==> config.mk <==
export PLATFORM = sky130hd
export DESIGN_NAME = adaptive_peak_detector
export DESIGN_NICKNAME = d
export VERILOG_FILES = /design/src/rtl/adaptive_peak_detector.sv
export SDC_FILE = /design/constraint.sdc
export NUM_CORES = 1
export LEC_CHECK = 0
export CAP_MARGIN = 20
export CORE_AREA = 2 2 302 304
export CTS_CLUSTER_DIAMETER = 100
export CTS_CLUSTER_SIZE = 30
export DETAILED_ROUTE_END_ITERATION = 16
export DIE_AREA = 0 0 304 306
export PLACE_DENSITY = 0.4
export SETUP_SLACK_MARGIN = 0.2
export SLEW_MARGIN = 20
export SYNTH_ARGS = -nofsm -noshare
export SYNTH_HDL_FRONTEND = slang
export SYNTH_SLANG_ARGS = --single-unit
export TNS_END_PERCENT = 5
==> constraint.sdc <==
create_clock -name clk -period 20 [get_ports clk]
set_clock_uncertainty 0.05 [all_clocks]
set_input_delay 2 -clock clk [delete_from_list [all_inputs] [get_ports clk]]
set_output_delay 2 -clock clk [all_outputs]
set_load 0.02 [all_outputs]
==> src/rtl/adaptive_peak_detector.sv <==
// Adaptive-threshold peak detector: running mean + decaying envelope.
// Optional re-arm hysteresis: define ADAPTIVE_PEAK_DET_HYST_EN.
module adaptive_peak_detector #(
  parameter int DATA_W       = 16,
  parameter int ADAPT_LOG2   = 4,
  parameter int DECAY_SHIFT  = 4,
  parameter int THR_SHIFT    = 1,
  parameter int CONFIRM_LEN  = 3,
  parameter int MIN_DISTANCE = 8,
  parameter int MIN_THR      = 100,
  parameter int MAX_THR      = 40000,
  parameter int TS_W         = 16,
  parameter int HYST         = 50
) (
  input  logic              clk,
  input  logic              rst,
  input  logic              in_valid,
  input  logic [DATA_W-1:0] data_in,
  output logic              peak_valid,
  output logic [DATA_W-1:0] peak_value,
  output logic [TS_W-1:0]   peak_time,
  output logic [DATA_W-1:0] threshold,
  output logic              armed
);

  localparam int DEPTH  = 1 << ADAPT_LOG2;
  localparam int SUM_W  = DATA_W + ADAPT_LOG2;
  localparam int HOLD_W = $clog2(CONFIRM_LEN + 1);
  localparam int CNT_W  = $clog2(MIN_DISTANCE + 1);

  localparam logic [DATA_W:0] MIN_T = (DATA_W+1)'(MIN_THR);
  localparam logic [DATA_W:0] MAX_T = (DATA_W+1)'(MAX_THR);

`ifdef ADAPTIVE_PEAK_DET_HYST_EN
  localparam logic [DATA_W-1:0] HYST_V = DATA_W'(HYST);
  typedef enum logic [2:0] {
    WARMUP, SEARCH, TRACK, REFRACT, ARM
  } state_t;
`else
  typedef enum logic [1:0] {
    WARMUP, SEARCH, TRACK, REFRACT
  } state_t;
`endif

  state_t state;

  logic [DATA_W-1:0]     buf_q [DEPTH];
  logic [ADAPT_LOG2-1:0] ptr;
  logic [ADAPT_LOG2-1:0] fill;
  logic [SUM_W-1:0]      sum_q;
  logic [DATA_W-1:0]     env_q;
  logic [TS_W-1:0]       ts;
  logic [DATA_W-1:0]     cand;
  logic [TS_W-1:0]       cand_ts;
  logic [HOLD_W-1:0]     hold;
  logic [CNT_W-1:0]      cnt;

  logic [SUM_W-1:0]  sum_nxt;
  logic [DATA_W-1:0] mean_nxt;
  logic [DATA_W-1:0] env_dec;
  logic [DATA_W-1:0] env_nxt;
  logic [DATA_W:0]   thr_raw;
  logic [DATA_W-1:0] thr_nxt;

  always_comb begin
    sum_nxt  = sum_q + SUM_W'(data_in) - SUM_W'(buf_q[ptr]);
    mean_nxt = DATA_W'(sum_nxt >> ADAPT_LOG2);
    env_dec  = env_q - (env_q >> DECAY_SHIFT);
    env_nxt  = (data_in >= env_dec) ? data_in : env_dec;
  end

  // Threshold sits between mean and envelope; wide to avoid overflow.
  always_comb begin
    thr_raw = {1'b0, mean_nxt};
    if (env_nxt > mean_nxt)
      thr_raw = {1'b0, mean_nxt}
              + ((DATA_W+1)'(env_nxt - mean_nxt) >> THR_SHIFT);
    thr_nxt = thr_raw[DATA_W-1:0];
    if (thr_raw < MIN_T)
      thr_nxt = MIN_T[DATA_W-1:0];
    else if (thr_raw > MAX_T)
      thr_nxt = MAX_T[DATA_W-1:0];
  end

`ifdef ADAPTIVE_PEAK_DET_HYST_EN
  logic [DATA_W-1:0] thr_low;

  always_comb begin
    thr_low = '0;
    if (threshold > HYST_V)
      thr_low = threshold - HYST_V;
  end
`endif

  always_ff @(posedge clk or posedge rst) begin
    if (rst) begin
      state      <= WARMUP;
      peak_valid <= 1'b0;
      peak_value <= '0;
      peak_time  <= '0;
      threshold  <= MIN_T[DATA_W-1:0];
      armed      <= 1'b0;
      for (int i = 0; i < DEPTH; i++)
        buf_q[i] <= '0;
      ptr     <= '0;
      fill    <= '0;
      sum_q   <= '0;
      env_q   <= '0;
      ts      <= '0;
      cand    <= '0;
      cand_ts <= '0;
      hold    <= '0;
      cnt     <= '0;
    end else begin
      peak_valid <= 1'b0;
      if (in_valid) begin
        buf_q[ptr] <= data_in;
        ptr        <= ptr + 1'b1;
        sum_q      <= sum_nxt;
        env_q      <= env_nxt;
        threshold  <= thr_nxt;
        ts         <= ts + 1'b1;

        // Detection compares against the threshold held before this sample.
        unique case (state)
          WARMUP: begin
            if (&fill) begin
              state <= SEARCH;
              armed <= 1'b1;
            end else begin
              fill <= fill + 1'b1;
            end
          end
          SEARCH: begin
            if (data_in > threshold) begin
              state   <= TRACK;
              cand    <= data_in;
              cand_ts <= ts;
              hold    <= '0;
            end
          end
          TRACK: begin
            if (data_in > cand) begin
              cand    <= data_in;
              cand_ts <= ts;
              hold    <= '0;
            end else if (hold == HOLD_W'(CONFIRM_LEN - 1)) begin
              peak_valid <= 1'b1;
              peak_value <= cand;
              peak_time  <= cand_ts;
              hold       <= '0;
              cnt        <= CNT_W'(MIN_DISTANCE);
              state      <= REFRACT;
            end else begin
              hold <= hold + 1'b1;
            end
          end
          REFRACT: begin
            if (cnt <= CNT_W'(1)) begin
              cnt <= '0;
`ifdef ADAPTIVE_PEAK_DET_HYST_EN
              state <= ARM;
              armed <= 1'b0;
`else
              state <= SEARCH;
`endif
            end else begin
              cnt <= cnt - 1'b1;
            end
          end
`ifdef ADAPTIVE_PEAK_DET_HYST_EN
          ARM: begin
            if (data_in <= thr_low) begin
              state <= SEARCH;
              armed <= 1'b1;
            end
          end
`endif
          default: state <= WARMUP;
        endcase
      end
    end
  end

endmodule

# Yosys cells after proc, flatten, opt, wreduce, memory -nomap -nowiden
# Index checks and enable logic that the tools add are counted.
[op_classes]
magnitude_cmp = 9
bitwise_logic = 3
add_sub_neg = 10
reduce_logical = 12
mux = 34
eq_ne = 10
[ops]
columns = ["op", "count"]
rows = [
  ["$bwmux 256", 1],
  ["$mux 16", 10],
  ["$bmux 16 s4", 1],
  ["$demux 16 s4", 1],
  ["$pmux 16 s2", 2],
  ["$gt 16x16->1", 3],
  ["$add 20x16->20", 1],
  ["$sub 20x16->20", 1],
  ["$add 16x16->17", 1],
  ["$gt 17x16->1 const B", 1],
  ["$lt 17x7->1 const B", 1],
  ["$mux 17", 1],
  ["$sub 16x16->17", 1],
  ["$add 16x1->16 const B", 1],
  ["$ge 16x16->1", 1],
  ["$mux 2", 8],
  ["$reduce_and 4->1", 4],
  ["$sub 16x12->16", 1],
  ["$mux 4", 3],
  ["$ne 2x2->1 const B", 6],
  ["$reduce_and 6->1", 2],
  ["$add 4x1->4 const B", 2],
  ["$pmux 2 s4", 1],
  ["$pmux 4 s2", 1],
  ["15 further kinds", 23],
]
[word_totals]
ff_bits = 406
input_bits = 19
output_inout_bits = 50

# Depth between registers and ports, before layout
[depth]
word_depth = 11
mapped_depth = 46
depth_no_buf = 44

# Worst setup path after synthesis
# Ideal clock, no wire load.
[synth_timing]
path_type = "reg2reg"
from = "reg ptr[0]"
to = "reg threshold[0]"
setup_slack_ns = 11.396
setup_ns = 0.140
path_stages_with_launch = 36
arrival_ns = 8.414
required_time_ns = 19.810
cell_sequence = "dfrtp_1 clkbuf_1 buf_1 buf_1 mux4_2 mux4_2 fa_1 inv_1 ha_1 a21o_1 a21oi_1 o21ai_0 a21oi_1 xnor2_1 xor2_2 ha_1 nor3_1 a21o_1 a21o_1 nand2b_1 a21oi_1 a21o_1 xor2_1 ha_1 a21o_1 a21oi_1 inv_1 o31ai_1 o21ai_0 or4_1 o41ai_1 a21oi_1 nor2_1 a31oi_1 a32oi_4 o22ai_1"
[synth_via]
elab_chain_len = 11
[synth_rtl]
columns = ["element", "line_no", "text"]
rows = [
  ["start, declared", "48", "logic [ADAPT_LOG2-1:0] ptr;"],
  ["start signal, assigned", "118", "ptr <= ptr + 1'b1;"],
  ["$not 4->5 (implied by the code) (*)", "66", "sum_nxt = sum_q + SUM_W'(data_in) - SUM_W'(buf_q[ptr]);"],
  ["$bmux 16 s4 (*)", "66", ""],
  ["$mux 16 (implied by the code) (*) (2 in series)", "66", ""],
  ["$sub 20x16->20 (*)", "66", ""],
  ["via sum_nxt[5]", "58", "logic [SUM_W-1:0] sum_nxt;"],
  ["$sub 16x16->17", "77", "+ ((DATA_W+1)'(env_nxt - mean_nxt) >> THR_SHIFT);"],
  ["$add 16x16->17", "77", ""],
  ["$mux 17 (*)", "75", "if (env_nxt > mean_nxt)"],
  ["$gt 17x16->1", "81", "else if (thr_raw > MAX_T)"],
  ["$mux 16", "81", ""],
  ["$mux 16 (*)", "79", "if (thr_raw < MIN_T)"],
  ["end signal, assigned", "101", "threshold <= MIN_T[DATA_W-1:0];"],
  ["end signal, assigned", "121", "threshold <= thr_nxt;"],
  ["end, declared", "22", "output logic [DATA_W-1:0] threshold,"],
]
# Mark *: on every way through the listed nets, which the timed path passes. The rest lies on a longest branch. The select of a mux whose other input is x is not followed.
# A chain may end at the register's enable or synchronous reset.

# Worst setup path after layout
[layout_timing]
from = "in data_in[1]"
to = "reg threshold[11]"
[layout_via]
elab_chain_len = 8
[layout_rtl]
columns = ["element", "line_no", "text"]
rows = [
  ["start, declared", "18", "input logic [DATA_W-1:0] data_in,"],
  ["$add 20x16->20 (*)", "66", ""],
  ["$sub 20x16->20 (*)", "66", ""],
  ["via sum_nxt[11]", "58", ""],
  ["$sub 16x16->17", "77", ""],
  ["$add 16x16->17", "77", ""],
  ["$mux 17 (*)", "75", ""],
  ["$gt 17x16->1", "81", ""],
  ["$mux 16", "81", ""],
  ["$mux 16 (*)", "79", ""],
]
# Mark *: on every way through the listed nets, which the timed path passes. The rest lies on a longest branch.

==> results by group <==
Critical path
  – CP required: 20.41 ns
  – R2r startpoint: env_q[5]
  – Worst path slowest cell: clkdlybuf4s50_1
  – Critical path peak fanout: 15
  – Critical Path Source Type: input port
  – Reg2reg path depth: 39
  – CP Launch Point: data_in[1]
  – CP arrival: 10.32 ns
  – Crit path largest cell delay: 0.79 ns
  – Setup CP Type: input port to flop
  – Crit path capture type: flop

Synth
  – Syn Std Cell Area: 22300 um2
  – Top FF cell, synth: dfrtp_1
  – EDFF count, synth: 0
  – Syn avg cell area: 10.7 um2
  – Synth Warn #: 0
  – Mapped Cells: 2080
  – Post-synthesis sequential area ratio: 45.6%
  – Ys async rst share: 100%
  – Distinct cells, synth: 76
  – FF+latch count, synth: 406
  – Synthesized net count: 2240

Final layout
  – Nets@finish: 2256
  – Area taken by multi-input logic gates: 11100 um2
  – Register area: 10200 um2
  – Layout area overhead: 13.1%
  – Layout cells sized above 1: 15.1%
  – # fillers: 9223
  – N_diodes: 0

Timing
  – Fmax: 101 MHz
  – Max Slew Vio Count: 0
  – Setup violators final: 0
  – Hold Vio Cnt, Final: 0
  – Relative slew slack: 29.1%
  – Setup TNS Final: 0 ns
  – Worst-Margin Slew: 1.05 ns
  – Tmin final: 9.91 ns
  – Crit share post-route: 49.5%
  – RSZ-0062 raised after global routing: false

Min path
  – Hold path cells: 2
  – Worst hold path class: flop to flop
  – HP Start: buf_q[24]

Global route
  – Gr ovfl total: 0
  – Total track usage: 14.6%
  – Antenna violations before repair: 6
  – Largest net degree at the start of global routing: 151
  – Global-route wire length before repair: 104 mm
  – Vias in the first global route: 15900

Routing
  – DRC viols: 0
  – Total wire length: 67.9 mm
  – First-pass DRT Iterations: 6
  – Via density: 4.73
  – DR WL/cell: 20.6 um
  – Routed via count: 15600
  – Post-DRT Antenna Nets: 0
  – DR iter-0 viols: 1081

Place
  – Placer Congestion: 0.820
  – Port buffer count: 68
  – Detailed placement HPWL: 46.6 mm

Status
  – Status: finished clean

Clock network
  – CTS Sinks: 406
  – Cts hold-fix bufs: 0
  – Post-CTS sizing: 0
  – Clk buf depth: 3
  – TritonCTS Buffers: 25
  – Clk Latency, worst-skew pair: 0.63 ns
  – Root buf cell: clkbuf_16
  – H-tree levels: 1
  – Worst-path clk slew: 0.10 ns
  – CTS tree: yes
  – Setup Buffers After CTS: 0

Floorplan
  – Total die area: 93000 um2
  – Core box area: 89600 um2
  – Die Height: 306 um
  – Horiz. Die Dim: 304 um
  – Initial Util: 24.9%
  – I/O pin cnt: 69
  – Rows: 110

Job
  – Max-Cap Viols: 0
[registers in the layout, indices dropped and copies added, names as in the netlist]
name / count
state: 2
cnt: 4
cand: 16
hold: 2
env_q: 16
sum_q: 20
peak_value: 16
threshold: 16
peak_valid: 1
cand_ts: 16
fill: 4
ts: 16
buf_q: 256
peak_time: 16
armed: 1
ptr: 4
[routing by layer]
layer  global-route usage [%]  wire (um)
met2                     24.3      31700
met1                     20.3      32100
met3                     1.77       2410
met5                        0         23
met4                     3.53       1570
[cell usage in the layout (no fill, tap or decap), drive strengths merged, types with 5 or more instances in the layout]
cell type,synthesis,routed
dfrtp,403,403
nand2,284,284
o21ai,272,272
inv,161,174
ha,123,123
mux2,121,121
mux4,80,80
clkdlybuf4s50,0,67
a21oi,63,63
xnor2,57,57
nor2,54,54
mux2i,36,36
a21o,33,33
buf,17,31
clkbuf,93,28
nand3,26,26
o21a,21,21
nand4,21,21
xor2,21,21
nand2b,18,18
fa,18,18
nor2b,14,14
nor3,13,13
o22ai,13,13
and2,12,12
and3,10,10
o31ai,6,6
o21bai,6,6
a31oi,6,6
or3,5,5
a211oi,5,5
[worst paths after layout]
check / slack, ns / end
max in group asynchronous: 15.73 / threshold[0]
min in group asynchronous: 1.87 / peak_time[12]
setup reg to reg: 10.16 / threshold[1]
setup / recovery: 10.09 / threshold[11]
hold reg to reg: 0.43 / buf_q[24]
hold / removal: 0.43 / buf_q[24]
[cells by family (layout without fill, tap and decap cells)]
logic type,count (synthesis),after routing,share of synthesized area (%)
AND/OR/NAND/NOR,478,478,9.61
buffers and inverters,272,306,4.71
AO/OA/AOI/OAI,466,466,12.4
multiplexers,237,237,16.0
XOR/XNOR,78,78,3.10
flip-flops,406,406,45.6
adder cells (fa/ha/maj),143,143,8.60
[stage by stage]
stage	hold WS [ns]	instance area [um2]	setup slack [ns]	utilization [%]	std cells
global route	0.451	25200	9.41	28.2	3290
detailed placement	0.417	24300	9.58	27.1	3244
global placement	0.406	24300	9.65	27.1	3244
floorplan	0.390	22300	6.66	-	2080
finish	0.430	25200	10.09	28.2	3290
CTS	0.437	25200	10.19	28.1	3289
[cell usage after synthesis, types with 33 or more instances]
library cell	instances	area (um2)
dfrtp_1	403	10100
nand2_1	284	1070
o21ai_0	266	1330
inv_1	161	604
ha_1	123	1540
mux2_2	121	1360
clkbuf_1	93	349
mux4_2	80	1800
a21oi_1	63	315
xnor2_1	57	499
nor2_1	54	203
a21o_1	33	248
mux2i_1	33	330
[worst max-delay path, delay by kind of cell]
kind,cells,cell delay (ns)
multiplexers,1,0.30
XOR/XNOR,2,0.61
AND/OR/NAND/NOR,6,0.87
AO/OA/AOI/OAI,14,3.52
adder cells (fa/ha/maj),4,1.69
buffers and inverters,4,1.31
[area by class of cell]
class                      count  area share [%]
sequential                   406            40.3
clock buffer                  27            2.55
clock inverter                18            1.09
inverter                     162            2.44
multi-input combinational   1402            44.1
timing repair buffer          99            3.66
tap                         1176            5.83
Power is not shown: default switching activity piles up to over one toggle a cycle in this logic, so the estimate is an artifact.
